`src/rtl/prog_loader.sv`:
```
// Byte-stream program loader: frames addr/count/words into flash writes.
// Optional trailing XOR checksum byte enabled by PROG_LOADER_CHECKSUM_EN.
module prog_loader #(
    parameter int WIDTH = 32
) (
    input  logic             clk,
    input  logic             rst,
    input  logic             in_valid,
    input  logic [7:0]       in_data,
    output logic             in_ready,
    output logic [WIDTH-1:0] flash_addr,
    output logic [WIDTH-1:0] flash_data,
    output logic             flash_en,
    output logic             core_rst,
    output logic             done,
    output logic             error
);

    typedef enum logic [2:0] {
        S_ADDR,
        S_COUNT,
        S_DATA,
        S_WRITE,
`ifdef PROG_LOADER_CHECKSUM_EN
        S_CSUM,
`endif
        S_DONE,
        S_ERR
    } state_t;

`ifdef PROG_LOADER_CHECKSUM_EN
    localparam state_t S_TAIL = S_CSUM;
`else
    localparam state_t S_TAIL = S_DONE;
`endif

    state_t           state_q, state_d;
    logic [1:0]       bcnt_q;
    logic [23:0]      field_q;
    logic [WIDTH-1:0] addr_q;
    logic [WIDTH-1:0] cnt_q;
    logic [WIDTH-1:0] word;
    logic             xfer;
    logic             last_byte;
    logic             ready_d;

    logic             in_ready_q;
    logic [WIDTH-1:0] flash_addr_q;
    logic [WIDTH-1:0] flash_data_q;
    logic             flash_en_q;
    logic             core_rst_q;
    logic             done_q;
    logic             error_q;

`ifdef PROG_LOADER_CHECKSUM_EN
    logic [7:0]       csum_q;
`endif

    assign xfer      = in_valid & in_ready_q;
    assign last_byte = (bcnt_q == 2'd3);
    // Bytes arrive LSB first, so the newest byte lands on top.
    assign word      = {in_data, field_q};

    always_comb begin
        state_d = state_q;
        unique case (state_q)
            S_ADDR: begin
                if (xfer && last_byte)
                    state_d = (word[1:0] != 2'b00) ? S_ERR : S_COUNT;
            end
            S_COUNT: begin
                if (xfer && last_byte)
                    state_d = (word == '0) ? S_TAIL : S_DATA;
            end
            S_DATA: begin
                if (xfer && last_byte)
                    state_d = S_WRITE;
            end
            S_WRITE: begin
                state_d = (cnt_q == WIDTH'(1)) ? S_TAIL : S_DATA;
            end
`ifdef PROG_LOADER_CHECKSUM_EN
            S_CSUM: begin
                if (xfer)
                    state_d = (in_data == csum_q) ? S_DONE : S_ERR;
            end
`endif
            default: state_d = state_q;
        endcase
    end

    always_comb begin
        ready_d = (state_d == S_ADDR) || (state_d == S_COUNT) ||
                  (state_d == S_DATA);
`ifdef PROG_LOADER_CHECKSUM_EN
        if (state_d == S_CSUM)
            ready_d = 1'b1;
`endif
    end

    always_ff @(posedge clk) begin
        if (rst) begin
            state_q      <= S_ADDR;
            bcnt_q       <= '0;
            field_q      <= '0;
            addr_q       <= '0;
            cnt_q        <= '0;
            in_ready_q   <= 1'b0;
            flash_addr_q <= '0;
            flash_data_q <= '0;
            flash_en_q   <= 1'b0;
            core_rst_q   <= 1'b1;
            done_q       <= 1'b0;
            error_q      <= 1'b0;
`ifdef PROG_LOADER_CHECKSUM_EN
            csum_q       <= '0;
`endif
        end else begin
            state_q    <= state_d;
            in_ready_q <= ready_d;
            flash_en_q <= (state_d == S_WRITE);
            done_q     <= (state_d == S_DONE);
            error_q    <= (state_d == S_ERR);
            core_rst_q <= (state_d != S_DONE);

            if (xfer) begin
                field_q <= word[WIDTH-1:8];
                bcnt_q  <= bcnt_q + 2'd1;
            end
            if (xfer && last_byte && state_q == S_ADDR)
                addr_q <= word;
            if (xfer && last_byte && state_q == S_COUNT)
                cnt_q <= word;
            if (state_q == S_DATA && state_d == S_WRITE) begin
                flash_data_q <= word;
                flash_addr_q <= addr_q;
            end
            // Address wraps silently past the top of the space.
            if (state_q == S_WRITE) begin
                addr_q <= addr_q + WIDTH'(4);
                cnt_q  <= cnt_q - WIDTH'(1);
            end
`ifdef PROG_LOADER_CHECKSUM_EN
            if (xfer && state_q == S_DATA)
                csum_q <= csum_q ^ in_data;
`endif
        end
    end

    assign in_ready   = in_ready_q;
    assign flash_addr = flash_addr_q;
    assign flash_data = flash_data_q;
    assign flash_en   = flash_en_q;
    assign core_rst   = core_rst_q;
    assign done       = done_q;
    assign error      = error_q;

endmodule

```
`config.mk`:
```
export PLATFORM = sky130hd
export DESIGN_NAME = prog_loader
export DESIGN_NICKNAME = d
export VERILOG_FILES = /design/src/rtl/prog_loader.sv
export SDC_FILE = /design/constraint.sdc
export NUM_CORES = 1
export LEC_CHECK = 0
export ABC_AREA = 1
export ABC_CLOCK_PERIOD_IN_PS = 2900
export BUFFER_PORTS_ARGS = -buffer_cell sky130_fd_sc_hd__buf_2
export CAP_MARGIN = 40
export CORE_MARGIN = 1
export CORE_UTILIZATION = 45
export CTS_CLUSTER_DIAMETER = 80
export DETAILED_ROUTE_END_ITERATION = 12
export SETUP_SLACK_MARGIN = 0.05
export SLEW_MARGIN = 20
export SYNTH_ARGS = -nofsm -noshare
export SYNTH_HDL_FRONTEND = slang
export SYNTH_SLANG_ARGS = --single-unit
```
`constraint.sdc`:
```
create_clock -name clk -period 2.9 [get_ports clk]
set_input_delay 0.435 -clock clk [delete_from_list [all_inputs] [get_ports clk]]
set_output_delay 0.435 -clock clk [all_outputs]
set_load 0.05 [all_outputs]
```
After elaboration in Yosys (flattened, before gate mapping)
Cells that the tools add are included.
{ "totals": {"ff_bits": 162, "input_bits": 11, "output_inout_bits": 69, "elab_cells": 50} }
{ "classes": {"n_addsub": 3, "n_eq_ne": 11, "muxes": 11, "n_bitwise": 1, "reduce_logical": 12} }
{ "ops": {"columns": ["cell", "n"], "rows": [
  ["32-bit two-way mux", 4],
  ["32-bit by 3-bit adder with 32-bit output (second input constant)", 1],
  ["32-bit by 1-bit equality test with 1-bit output (second input constant)", 1],
  ["32-bit logical NOT", 1],
  ["32-bit by 1-bit subtractor with 32-bit output (second input constant)", 1],
  ["3-bit two-way mux", 6],
  ["3-bit by 2-bit equality test with 1-bit output (second input constant)", 4],
  ["3-bit case mux with 4 select lines", 1],
  ["3-bit by 1-bit equality test with 1-bit output (second input constant)", 2],
  ["3-bit equality test (second input constant)", 2],
  ["3-bit logical NOT", 2],
  ["2-bit nonzero test", 3],
  ["1-bit logical AND", 4],
  ["3-bit inequality test (second input constant)", 1],
  ["2-bit by 1-bit adder with 2-bit output (second input constant)", 1],
  ["2-bit equality test (second input constant)", 1],
  ["1-bit logical OR", 2],
  ["1-bit bitwise AND", 1]
]} }

Depth between registers and ports, before layout
{ "depth": {"depth_word": 7, "depth_mapped": 12, "mapped_depth_nobuf": 12} }

Least setup slack after synthesis
No wires, ideal clock.
{ "synth_timing": {"path_kind": "register -> register", "startpoint": "register in_ready_q, in the netlist in_ready", "endpoint": "register flash_addr_q[2], in the netlist flash_addr[2]", "setup_time_ps": 120, "arrival_time_ps": 1585, "required_ps": 2780, "path_slack_ps": 1195, "path_stages_with_launch": 10, "path_buffers": 2, "synth_period_minus_slack_ps": 1705, "path_cell_list": "dfxtp_1 nand2_2 inv_2 nand2_2 nand2_1 nand2_1 inv_2 buf_2 buf_2 a21oi_1"} }
{ "synth_via": {"elab_chain_len": 6, "elab_cells_between_ends": 8, "cone_classes": "eq/ne: 1; mux: 4; bitwise: 1; reduce/logical: 2"} }
{ "synth_lines": {"columns": ["element", "line_no", "source"], "rows": [
  ["start, declared", "47", "logic in_ready_q;"],
  ["start signal, assigned", "120", "in_ready_q <= ready_d;"],
  ["1-bit bitwise AND (*)", "59", "assign xfer = in_valid & in_ready_q;"],
  ["1-bit logical AND (*)", "68, 72, 76", null],
  ["3-bit two-way mux (on tied branches)", "76, 68, 72", null],
  ["3-bit case mux with 4 select lines (*)", "66", "unique case (state_q)"],
  ["3-bit by 2-bit equality test with 1-bit output (*)", "134", "if (state_q == S_DATA && state_d == S_WRITE) begin"],
  ["1-bit logical AND (*)", "134", null],
  ["end signal, assigned", "136", "flash_addr_q <= addr_q;"],
  ["end, declared", "48", "logic [WIDTH-1:0] flash_addr_q;"]
]} }
Every way passes the cells marked *; elsewhere a longest branch is shown, timed or not.
A chain may end at the register's enable or synchronous reset.

Final worst setup path
{ "layout_timing": {"startpoint": "register in_ready_q, in the netlist in_ready", "endpoint": "register error_q, in the netlist error"} }
{ "layout_via": {"elab_chain_len": 5, "elab_cells_between_ends": 7, "cone_classes": "eq/ne: 1; mux: 4; bitwise: 1; reduce/logical: 1"} }
{ "layout_lines": {"columns": ["element", "line_no", "source"], "rows": [
  ["1-bit bitwise AND (*)", "59", null],
  ["1-bit logical AND (*)", "68, 72, 76", null],
  ["3-bit two-way mux (on tied branches)", "76, 68, 72", null],
  ["3-bit case mux with 4 select lines (*)", "66", null],
  ["3-bit equality test (*)", "123", "error_q <= (state_d == S_ERR);"],
  ["end signal, assigned", "123", null],
  ["end, declared", "53", "logic error_q;"]
]} }
Marks and branches as above.

==> flow_metrics.py <==
metrics = {
    "worst_setup_path": {
        "worst_ep_arrival_time_ns": 2.30,
        "path_buf_inv": 2,
        "cp-start-kind": "flip-flop",
        "crit_top_cell": "nor2_1",
        "critPathKind": "flip-flop to flip-flop",
        "cp_max_fo": 25,
        "cp_top_family": "simple AND/OR/NAND/NOR gates",
        "startpoint": "in_ready",
        "cp-end-kind": "flip-flop",
        "rr_startpoint": "in_ready",
        "crit_path_max_incr_delay_ns": 0.34,
        "rrSetupSlack_ns": 0.97,
        "cp_cell_sequence": "nand2_2 -> inv_2 -> nand2_2 -> nor2_4 -> inv_2 -> nor2_1 -> nor2_1 -> nand3_1 -> nand2_1 -> nor2_1",
        "worstPathRequired_ns": 3.26,
        "cp_slowest_cell": "dfxtp_1",
    },
    "placement": {
        "gp_congestion": 0.927,
        "dpl_worst_slack_ns": 0.765,
        "portBuffers": 79,
        "hpwl_um": 16200,
    },
    "final_layout": {
        "fillers": 1738,
        "syn_to_final_growth_pct": 13.0,
        "final_util_pct": 52.7,
        "layout-drive-gt1-share_pct": 12.4,
        "diodes": 0,
        "nets": 1222,
    },
    "synthesis": {
        "synthTopCellsByArea": "dfxtp_1 (41%), nand2_1 (10%), o21ai_0 (9.6%)",
        "synth_ff_type": "dfxtp_1",
        "synth.avg_cell_area_um2": 6.79,
        "yosys.area.top_type": "dfxtp_1",
        "yosysSeqAreaShare_pct": 41.4,
        "synth_seq_cells": 162,
        "synthesis.nets": 1169,
        "netlist.area_leader.share_pct": 41.4,
        "synth_edf_count": 0,
        "synth_cells": 1154,
        "synth_area_um2": 7840,
        "yosysUniqueCellTypes": 40,
        "ys_async_sr_fraction_pct": 0,
        "synth_warnings": 0,
    },
    "die": {
        "core_um2": 16800,
        "fp.dieW_um": 134,
        "rows": 47,
        "ios": 80,
        "die_h_um": 134,
        "dieArea_um2": 18000,
        "start_util_pct": 46.6,
    },
    "clock_tree": {
        "cts.clk_slew.worst_paths_ns": 0.07,
        "root_buffer": "clkbuf_16",
        "cts_buffers": 17,
        "tritoncts": "yes",
        "clockBufferDepth": 2,
        "cts_resized": 0,
        "post_cts.repair.setup_buffers": 0,
        "h-tree-depth": 4,
        "clk_latency_ns": 0.43,
        "clkSinkCount": 162,
        "hold_buffers": 0,
    },
    "timing": {
        "period_needed_ns": 1.93,
        "slew_viol_final": 0,
        "final_hold_viol_count": 0,
        "rsz0062_at_grt": "no",
        "fin_tns_setup_ns": 0,
        "worst_slack_ns": 0.967,
        "min_period_over_period_pct": 66.7,
        "skew_ns": 0.00795,
        "fmax_mhz": 517,
        "worstMarginPinSlew_ns": 0.501,
        "relSlewSlack_pct": 66.6,
        "timing.hold.ws_ns": 0.323,
        "setup_viol": 0,
    },
    "drt": {
        "antenna_left": 0,
        "wl_per_cell_um": 15.8,
        "vias": 7660,
        "remaining_drc_errors": 0,
        "routed_via_density": 5.32,
        "drtPass1Iterations": 5,
        "routed_wirelength_um": 22800,
        "drtIter0Drc": 658,
    },
    "grt": {
        "grt-ovfl-total": 0,
        "grt_pass1_vias": 6744,
        "antenna_found_initial": 0,
        "grt_max_degree": 110,
        "grt_usage_pct": 26.1,
        "grt_pass1_wl_um": 36500,
    },
    "power": {
        "p_per_area_nw_per_um2": 513,
        "leakage_nw": 3.92,
        "ir_drop_mv": 0.467,
    },
    "min_path": {
        "hp-start": "in_data[3]",
        "hold_path.class": "input pin to flip-flop",
    },
    "outcome": {
        "outcome": "complete, no violations",
    },
    "job": {
        "cap_viol_max_count": 0,
    },
}
## synth_stat cells, drive strengths merged (2+ instances only)
library cell / instances
o22ai: 18
o211ai: 5
a31oi: 11
and2: 2
dfxtp: 162
nand4: 5
nand2: 223
buf: 26
xor2: 12
clkbuf: 29
o21ai: 154
nand3: 48
a211oi: 4
nor2: 211
inv: 104
o21bai: 2
ha: 4
a21oi: 120
xnor2: 6
## report_power, final
| group | leakage [nW] | total (mW) | switching, mW | internal, mW |
|---|---|---|---|---|
| clock network | 0.257 | 2.08 | 0.972 | 1.11 |
| logic | 2.35 | 0.177 | 0.130 | 0.0476 |
| registers | 1.31 | 2.28 | 0.0311 | 2.25 |
| total | 3.92 | 4.54 | 1.13 | 3.41 |
## tightest hold or removal path: stages
cell and delay (ns):
buf_2 0.13, inv_1 0.08, a21oi_1 0.06
## logic make-up after synthesis
| family | synth area share (%) |
|---|---|
| DFF | 41.4 |
| and+or+nand+nor | 26.0 |
| AOI/OAI and AO/OA | 21.3 |
| xor gates and xnor gates | 2.01 |
| buffers and inverters | 8.68 |
| adders and majority gates | 0.638 |
## area by class of cell
| type | count | area (µm²) | share of cell area (%) |
|---|---|---|---|
| Multi-Input combinational cell | 833 | 3920 | 44.2 |
| Timing Repair Buffer | 89 | 495 | 5.59 |
| Clock inverter | 13 | 105 | 1.19 |
| Sequential cell | 162 | 3240 | 36.6 |
| Inverter | 104 | 393 | 4.43 |
| Tap cell | 220 | 275 | 3.11 |
| Clock buffer | 19 | 433 | 4.89 |
## placed cells by master, fill, tap and decap left out, drive strengths merged, types with 5 or more instances in the layout
cell type,instances
a21oi,120
a31oi,11
buf,89
clkbuf,19
clkinv,5
dfxtp,162
inv,109
nand2,223
nand3,48
nand4,5
nor2,211
o211ai,5
o21ai,154
o22ai,18
xnor2,6
xor2,12
## registers in the layout (all words and copies together) (netlist names)
register	count
addr_q	32
cnt_q	32
flash_addr	32
flash_data	32
field_q	24
state_q	3
bcnt_q	2
core_rst	1
done	1
error	1
flash_en	1
in_ready	1
## metal layers
metal  GRT usage [%]  wire length, µm  share of wire (%)  up-vias
li1                -                -                  -     3894
met1            38.7            11600                 51     3466
met2            38.2             9400                 41      267
met3            4.57             1410                6.2       33
met4            8.27              441                1.9        0
met5               0                0                  0        -
## final timing paths
check | endpoint | depth (start not counted)
hold / removal | flash_data[27] | 3
setup reg to reg | error | 10
hold reg to reg | flash_addr[13] | 2
setup / recovery | error | 10
## through the flow
step                      total power, mW  instances  instance area, µm²
after CTS                            4.58       1440                8860
final                                4.54       1440                8860
after global placement               2.51       1408                8320
after global routing                 4.69       1440                8860
after detailed placement             2.51       1408                8320
after floorplan                      2.43       1154                7840
(Power assumes the default switching activity.)
